File: config.mk
export PLATFORM = sky130hd
export DESIGN_NAME = bram_arbiter
export DESIGN_NICKNAME = d
export VERILOG_FILES = /design/src/rtl/bram_arb_pkg.sv /design/src/rtl/bram_arbiter_rr_arbiter.sv /design/src/rtl/bram_arbiter.sv
export SDC_FILE = /design/constraint.sdc
export NUM_CORES = 1
export LEC_CHECK = 0
export ABC_AREA = 1
export BUFFER_PORTS_ARGS = -buffer_cell sky130_fd_sc_hd__buf_2
export CORE_AREA = 2 2 131 133
export CTS_CLUSTER_SIZE = 30
export DETAILED_ROUTE_END_ITERATION = 7
export DIE_AREA = 0 0 133 135
export PLACE_DENSITY = 0.8
export SLEW_MARGIN = 20
export SYNTH_ARGS = -nofsm -noshare
export SYNTH_HDL_FRONTEND = slang
export SYNTH_SLANG_ARGS = --single-unit
File: constraint.sdc
create_clock -name axi_clk -period 10.5 [get_ports axi_clk]
set_clock_uncertainty 0.1 [all_clocks]
set_input_delay 2.1 -clock axi_clk [delete_from_list [all_inputs] [get_ports axi_clk]]
set_output_delay 2.1 -clock axi_clk [all_outputs]
set_load 0.05 [all_outputs]
File: src/rtl/bram_arb_pkg.sv
// rtl/bram_arb_pkg.sv - shared types and constants for the BRAM_IF arbiter
package bram_arb_pkg;

   // Transaction sequencer states around the BRAM_IF four-phase handshake
   typedef enum logic [1:0] {
      ST_IDLE    = 2'd0,
      ST_ISSUE   = 2'd1,
      ST_RELEASE = 2'd2,
      ST_DONE    = 2'd3
   } arb_state_t;

   // Cycles allowed in each wait state before the watchdog aborts
   localparam int DEFAULT_TIMEOUT = 256;

   // Requester slots on the arbiter
   localparam int REQ_AXI    = 0;
   localparam int REQ_AES_RD = 1;
   localparam int REQ_AES_WR = 2;

endpackage

File: src/rtl/bram_arbiter_rr_arbiter.sv
// rtl/bram_arbiter_rr_arbiter.sv - combinational rotate-priority requester search
module rr_arbiter #(
   parameter int NREQ = 3,
   parameter int IW   = (NREQ > 1) ? $clog2(NREQ) : 1
) (
   input  logic [NREQ-1:0] req,
   input  logic [IW-1:0]   last_grant,
   output logic [IW-1:0]   grant,
   output logic            any
);

   logic [IW-1:0] idx;

   // Walk from the farthest slot back toward last_grant+1 so the nearest set bit wins
   always_comb begin
      grant = '0;
      any   = 1'b0;
      idx   = '0;
      for (int k = NREQ; k >= 1; k--) begin
         idx = IW'((32'(last_grant) + 32'(k)) % NREQ);
         if (req[idx]) begin
            grant = idx;
            any   = 1'b1;
         end
      end
   end

endmodule

File: src/rtl/bram_arbiter.sv
// rtl/bram_arbiter.sv - round-robin arbiter sequencing BRAM_IF transactions with watchdog
module bram_arbiter
   import bram_arb_pkg::*;
#(
   parameter int NREQ    = 3,
   parameter int TIMEOUT = DEFAULT_TIMEOUT
) (
   input  logic             axi_clk,
   input  logic             axi_rst,
   input  logic [NREQ-1:0]  req,
   input  logic [NREQ-1:0]  req_we,
   input  logic [NREQ*32-1:0] req_addr,
   input  logic [NREQ*32-1:0] req_wdata,
   output logic [NREQ-1:0]  ack,
   output logic [NREQ-1:0]  err,
   output logic [31:0]      rdata,
   output logic             busy,
   output logic             bif_start_read,
   output logic             bif_start_write,
   output logic [31:0]      bif_addr,
   output logic [31:0]      bif_wdata,
   input  logic             bif_complete,
   input  logic [31:0]      bif_rdata
);

   localparam int IW = (NREQ > 1) ? $clog2(NREQ) : 1;
   localparam int WW = $clog2(TIMEOUT);
   localparam logic [WW-1:0] WD_LAST   = WW'(TIMEOUT - 1);
   localparam logic [IW-1:0] LAST_INIT = IW'(NREQ - 1);

   arb_state_t      state;
   logic [IW-1:0]   last_grant;
   logic [IW-1:0]   grant;
   logic [IW-1:0]   pick;
   logic            pick_valid;
   logic [WW-1:0]   wd;
   logic            wd_expired;
   logic [NREQ-1:0] grant_onehot;
   logic [31:0]     sel_addr;
   logic [31:0]     sel_wdata;
   logic            sel_we;

   rr_arbiter #(
      .NREQ (NREQ),
      .IW   (IW)
   ) u_rr (
      .req        (req),
      .last_grant (last_grant),
      .grant      (pick),
      .any        (pick_valid)
   );

   assign wd_expired   = (wd == WD_LAST);
   assign grant_onehot = NREQ'(1) << grant;

   // Pull the chosen requester's address, data and direction out of the packed buses
   always_comb begin
      sel_addr  = '0;
      sel_wdata = '0;
      sel_we    = 1'b0;
      for (int i = 0; i < NREQ; i++) begin
         if (pick == IW'(i)) begin
            sel_addr  = req_addr[32*i +: 32];
            sel_wdata = req_wdata[32*i +: 32];
            sel_we    = req_we[i];
         end
      end
   end

   // Transaction sequencer: grant, four-phase handshake, watchdog abort, one-cycle ack
   always_ff @(posedge axi_clk or posedge axi_rst) begin
      if (axi_rst) begin
         state           <= ST_IDLE;
         last_grant      <= LAST_INIT;
         grant           <= '0;
         wd              <= '0;
         ack             <= '0;
         err             <= '0;
         rdata           <= '0;
         busy            <= 1'b0;
         bif_start_read  <= 1'b0;
         bif_start_write <= 1'b0;
         bif_addr        <= '0;
         bif_wdata       <= '0;
      end else begin
         ack <= '0;
         err <= '0;
         case (state)
            ST_IDLE: begin
               if (pick_valid) begin
                  // bif_addr/bif_wdata double as the holding registers, so
                  // requester bus changes after this edge cannot disturb the transfer
                  grant           <= pick;
                  bif_addr        <= sel_addr;
                  bif_wdata       <= sel_wdata;
                  bif_start_read  <= ~sel_we;
                  bif_start_write <= sel_we;
                  wd              <= '0;
                  busy            <= 1'b1;
                  state           <= ST_ISSUE;
               end
            end
            ST_ISSUE: begin
               if (bif_complete) begin
                  rdata           <= bif_rdata;
                  bif_start_read  <= 1'b0;
                  bif_start_write <= 1'b0;
                  wd              <= '0;
                  state           <= ST_RELEASE;
               end else if (wd_expired) begin
                  bif_start_read  <= 1'b0;
                  bif_start_write <= 1'b0;
                  ack             <= grant_onehot;
                  err             <= grant_onehot;
                  state           <= ST_DONE;
               end else begin
                  wd <= wd + 1'b1;
               end
            end
            ST_RELEASE: begin
               if (!bif_complete) begin
                  ack   <= grant_onehot;
                  state <= ST_DONE;
               end else if (wd_expired) begin
                  ack   <= grant_onehot;
                  err   <= grant_onehot;
                  state <= ST_DONE;
               end else begin
                  wd <= wd + 1'b1;
               end
            end
            ST_DONE: begin
               last_grant <= grant;
               busy       <= 1'b0;
               state      <= ST_IDLE;
            end
            default: begin
               busy  <= 1'b0;
               state <= ST_IDLE;
            end
         endcase
      end
   end

endmodule

After elaboration in Yosys (flattened, before gate mapping)

Index checks and enable logic that the tools add are counted.

Register bits: 119
Latch bits: 0
RAM bits: 0
ROM bits: 0
Input bits: 233
Output and inout port bits: 105
Logic and storage cells: 88
Memories: 0

$add $sub $neg: 4
Multipliers: 0
Div/mod/pow operators: 3
$lt $le $gt $ge: 3
Eq/ne operators: 9
Shifts and indexed selects: 1
Muxes and demuxes: 45
Bitwise gates (word level): 1
Reductions and logical operators: 10

Operators with widths:

| kind                    | count |
|---|---|
| $mux W32                | 6 |
| $mod A32 B2 Y32 const B | 3 |
| $mux W8                 | 4 |
| $pmux W8 S3             | 1 |
| $mux W1                 | 14 |
| $mux W2                 | 7 |
| $mux W3                 | 4 |
| $pmux W3 S2             | 2 |
| $lt A2 B3 Y1 const B    | 3 |
| $add A8 B1 Y8 const B   | 1 |
| $eq A8 B8 Y1 const B    | 1 |
| $pmux W2 S4             | 1 |
| $add A2 B2 Y3 const B   | 2 |
| $bmux W1 S2             | 3 |
| $eq A2 B2 Y1 const B    | 3 |
| $pmux W1 S2             | 3 |
| $reduce_and A2 Y1       | 3 |
| $reduce_and A3 Y1       | 2 |
| $eq A2 B1 Y1 const B    | 2 |
| $logic_not A2 Y1        | 2 |
| $ne A2 B2 Y1 const B    | 2 |
| $reduce_bool A2 Y1      | 2 |
| $add A2 B1 Y3 const B   | 1 |
| $ne A3 B3 Y1 const B    | 1 |
| other kinds (3)         | 3 |

Depth between registers and ports, before layout

Depth in word-level cells: 14
Mapped depth: 15
Depth with buffers taken out: 13

By module

Synthesis repeated with hierarchy kept, for this count alone.

Cell total of the unflattened synthesis: 761
Area total of the unflattened synthesis: 5975.7 µm²

Modules (own cells, without submodules):

| module       | instances | cells an instance | area each (µm²) | seq. area each (µm²) |
|---|---|---|---|---|
| bram_arbiter | 1         | 720               | 5758.0          | 2979.1 |
| rr_arbiter   | 1         | 41                | 217.7           | 0.0 |

Least setup slack after synthesis

No wires, ideal clock.

Kind: in2reg
Start point: in req[1]
End point: reg bif_addr[0]
Setup time: 66 ps
Data arrival time: 3102 ps
Required time: 10334 ps
Path slack: 7232 ps
Stages: 11
Buffers on the path: 2
Path through: inv_1 -> nand2_1 -> nand3_1 -> nand2_1 -> inv_2 -> nand3_2 -> nand2_4 -> buf_6 -> buf_2 -> nand2_1 -> nand2_1

Longest elaborated chain between the ends: 9
Elaborated cells on any way between the ends: 19
Those cells by class: eq/ne (2); mux (15); reduce/logical (2)

Ends and longest elaborated chain:

| item                          | line                          | text |
|---|---|---|
| start, declared               | bram_arbiter.sv:10            | `input logic [NREQ-1:0] req,` |
| $bmux W1 S2                   | bram_arbiter_rr_arbiter.sv:21 | `if (req[idx]) begin` |
| $mux W1 (not written as such) | bram_arbiter_rr_arbiter.sv:21 |  |
| $mux W2 (3 in series)         | bram_arbiter_rr_arbiter.sv:21 |  |
| $logic_not A2 Y1              | bram_arbiter.sv:62            | `if (pick == IW'(i)) begin` |
| $mux W32 (3 in series)        | bram_arbiter.sv:62            |  |
| end signal, assigned          | bram_arbiter.sv:94            | `bif_addr <= sel_addr;` |
| end, declared                 | bram_arbiter.sv:20            | `output logic [31:0] bif_addr,` |

Several ways; a longest one is shown, not always the timed one. The select of a mux whose other input is x is not followed.
A chain may end at the register's enable or synchronous reset.

Worst setup path after layout

Start point: in req[1]
End point: reg bif_wdata[8]

Longest elaborated chain between the ends: 9
Elaborated cells on any way between the ends: 19
Those cells by class: eq/ne (2); mux (15); reduce/logical (2)

Ends and longest elaborated chain:

| item                          | line                          | text |
|---|---|---|
| $bmux W1 S2                   | bram_arbiter_rr_arbiter.sv:21 |  |
| $mux W1 (not written as such) | bram_arbiter_rr_arbiter.sv:21 |  |
| $mux W2 (3 in series)         | bram_arbiter_rr_arbiter.sv:21 |  |
| $logic_not A2 Y1              | bram_arbiter.sv:62            |  |
| $mux W32 (3 in series)        | bram_arbiter.sv:62            |  |
| end signal, assigned          | bram_arbiter.sv:95            | `bif_wdata <= sel_wdata;` |
| end, declared                 | bram_arbiter.sv:21            | `output logic [31:0] bif_wdata,` |

Several ways; a longest one is shown, not always the timed one. The select of a mux whose other input is x is not followed.

==> impl_metrics.env <==
export IMPL_ys_top_cells_by_count="nand2_1 (247), nand3_1 (137), nor2_1 (126)"
export IMPL_syn2layout_area_growth_pct=32.4
export IMPL_setup_viol=0
export IMPL_fmax_ghz=0.227
export IMPL_yosysTopAreaCell="dfrtp_1"
export IMPL_synth_most_common_cell="nand2_1"
export IMPL_worstSetupPathType="in -> reg"
export IMPL_first_global_vias=6732
export IMPL_pre_cts_ws_ns=5.72
export IMPL_cp_max_fo=46
export IMPL_worstHoldStart="bif_addr[9]"
export IMPL_r2r_start="last_grant[0]"
export IMPL_holdCritPathClass="reg -> reg"
export IMPL_worst_setup_path_end_kind="register"
export IMPL_reg2reg_depth=11
export IMPL_ys_types=35
export IMPL_hold_violations=0
export IMPL_wl_um=21000
export IMPL_cts_root_buf="clkbuf_16"
export IMPL_ys_ff_latch=119
export IMPL_synth_avg_cell_area_um2=7.66
export IMPL_hpwl_um=15200
export IMPL_cp_start_kind="input pin"
export IMPL_synth_area_mm2=0.00689
export IMPL_p_per_area_mw_per_mm2=375
export IMPL_ys_warn_count=0
export IMPL_initial_core_util=0.420
export IMPL_maxSlewHeadroom=0.316
export IMPL_clkTransAtPathRegs_ns=0.07
export IMPL_synth_edf_count=0
export IMPL_via_per_inst=4.95
export IMPL_ys_flop_type="dfrtp_1"
export IMPL_num_rows=47
export IMPL_cts_tree="built"
export IMPL_period_share=0.419
export IMPL_seq_area_frac_synth=0.432
export IMPL_die_w_um=133
export IMPL_layout_drive_gt1_share=0.396
export IMPL_dr_first_iter_drc_count=393
export IMPL_status="finished, final reports clean"
export IMPL_clockBufferDepth=2
export IMPL_track_usage=0.231
export IMPL_min_path_cells=2
export IMPL_ant_nets=0
export IMPL_totalPowerFinal_mw=3.42
export IMPL_grt_max_degree=88
export IMPL_gp_routability_congestion=0.887
export IMPL_clkLatencyLatePin_ns=0.42
export IMPL_vias=7139
export IMPL_antenna_found_initial=1
export IMPL_synthArstFlopShare=1.00
export IMPL_synth_top_area_frac=0.428
export IMPL_post_cts_setup_buffers=0
export IMPL_drc_errors=0
export IMPL_cts_made_buffers=17
export IMPL_hold_path_end="bif_addr[9]"
export IMPL_crit_arrival_ns=4.59
export IMPL_h_tree_depth=4
export IMPL_timing_hold_ws_ns=0.375
export IMPL_grt_setup_unrepaired="false"
export IMPL_die_h_um=135
export IMPL_timing_rr_end="bif_wdata[8]"
export IMPL_grt_first_pass_wirelength_um=33000
export IMPL_fin_util=0.556
export IMPL_tns_ns=0
export IMPL_synthTopCellsByArea="dfrtp_1 (43%), nand2_1 (13%), nand3_1 (9.9%), nor2_1 (6.9%), mux2_2 (5.2%)"
export IMPL_ff2ff_setup_slack_ns=7.02
export IMPL_p_leak_nw=5.05
export IMPL_drv_cap=0
export IMPL_syn_inst=900
export IMPL_io_pins=338
export IMPL_first_pass_iters=5
export IMPL_cts_resized=0
export IMPL_worstMarginPinSlew_ns=1.03
export IMPL_fp_coreArea_mm2=0.0164
export IMPL_io_buffer_count=337
export IMPL_period_needed_ns=4.40
export IMPL_wl_per_cell_um=14.6
export IMPL_dieArea_mm2=0.0180
export IMPL_worst_slack_ns=6.10
export IMPL_nNetsFinal=1452
export IMPL_slew_viol_final=0
export IMPL_peakVddDrop_mv=0.191
export IMPL_cts_sinks=119
export IMPL_cp_required_ns=10.69
export IMPL_ctsHoldBuffers=0
export IMPL_grt_overflow_total=0
export IMPL_synth_nets=1144
==> cell families after synthesis <==
logic type                 synth area share
muxes                                0.0523
AOI/OAI and AO/OA                    0.0403
and+or+nand+nor                       0.378
adders and majority gates            0.0200
DFF                                   0.432
xor gates and xnor gates            0.00127
buffers and inverters                0.0755
==> final cells by class <==
cell class / instances / area [um2]
Fill cell: 1540 / 7280
Multi-Input combinational cell: 686 / 3400
Sequential cell: 119 / 2980
Timing Repair Buffer: 342 / 1720
Clock buffer: 17 / 425
Tap cell: 220 / 275
Inverter: 42 / 164
Clock inverter: 15 / 150
Antenna cell: 1 / 2.50
==> through the flow <==
step	std cells	cell area (um2)
CTS	1441	9120
global route	1442	9120
finish	1442	9120
detailed placement	1409	8540
global placement	1409	8540
floorplan	900	6890
==> sequential cells by signal (all words and copies together), names as in the netlist, 3 cells and up <==
name	count
err	3
wd	8
rdata	32
ack	3
bif_wdata	32
bif_addr	32
==> per-layer routing <==
metal	up-vias	GRT usage	wire length, um
li1	3511	-	-
met1	3264	0.275	8430
met2	318	0.402	10600
met3	46	0.0499	1310
met4	0	0.106	682
met5	-	0	0
==> power breakdown <==
part / leakage [nW] / internal (mW) / switching, mW
registers: 1.47 / 0.672 / 0.114
clock network: 0.276 / 0.317 / 0.250
logic: 3.31 / 0.548 / 1.52
total: 5.05 / 1.54 / 1.89
==> critical path, stage by stage <==
cell and delay, ns:
buf_2 0.12, inv_1 0.07, nand2_1 0.06, nand3_1 0.09
nand2_1 0.10, inv_2 0.07, nand2_2 0.71, nand3_1 0.86
nor2_1 0.29, o21ai_1 0.11
==> cell usage in the layout, fill, tap and decap left out, types with 14 or more instances in the layout <==
| master | Yosys | layout |
|---|---|---|
| buf_2 | 29 | 337 |
| nand2_1 | 247 | 247 |
| nand3_1 | 137 | 136 |
| nor2_1 | 126 | 126 |
| dfrtp_1 | 118 | 118 |
| nand2_2 | 44 | 43 |
| inv_1 | 36 | 35 |
| mux2_2 | 32 | 32 |
| o21ai_1 | 26 | 26 |
| or2_2 | 19 | 19 |
| clkbuf_16 | 0 | 17 |
| o21ai_0 | 14 | 14 |
==> worst max path at each step <==
stage | endpoint | slack [ns] | from | depth (start not counted)
after floorplan | ack[0] | 5.14 | axi_rst | 1
after global placement | bif_wdata[24] | 5.75 | req[1] | 10
after detailed placement | bif_wdata[26] | 5.72 | req[1] | 10
after CTS | bif_wdata[8] | 6.17 | req[1] | 10
after global routing | bif_wdata[6] | 5.87 | req[1] | 10
final | bif_wdata[8] | 6.10 | req[1] | 10
(Power assumes the default switching activity.)
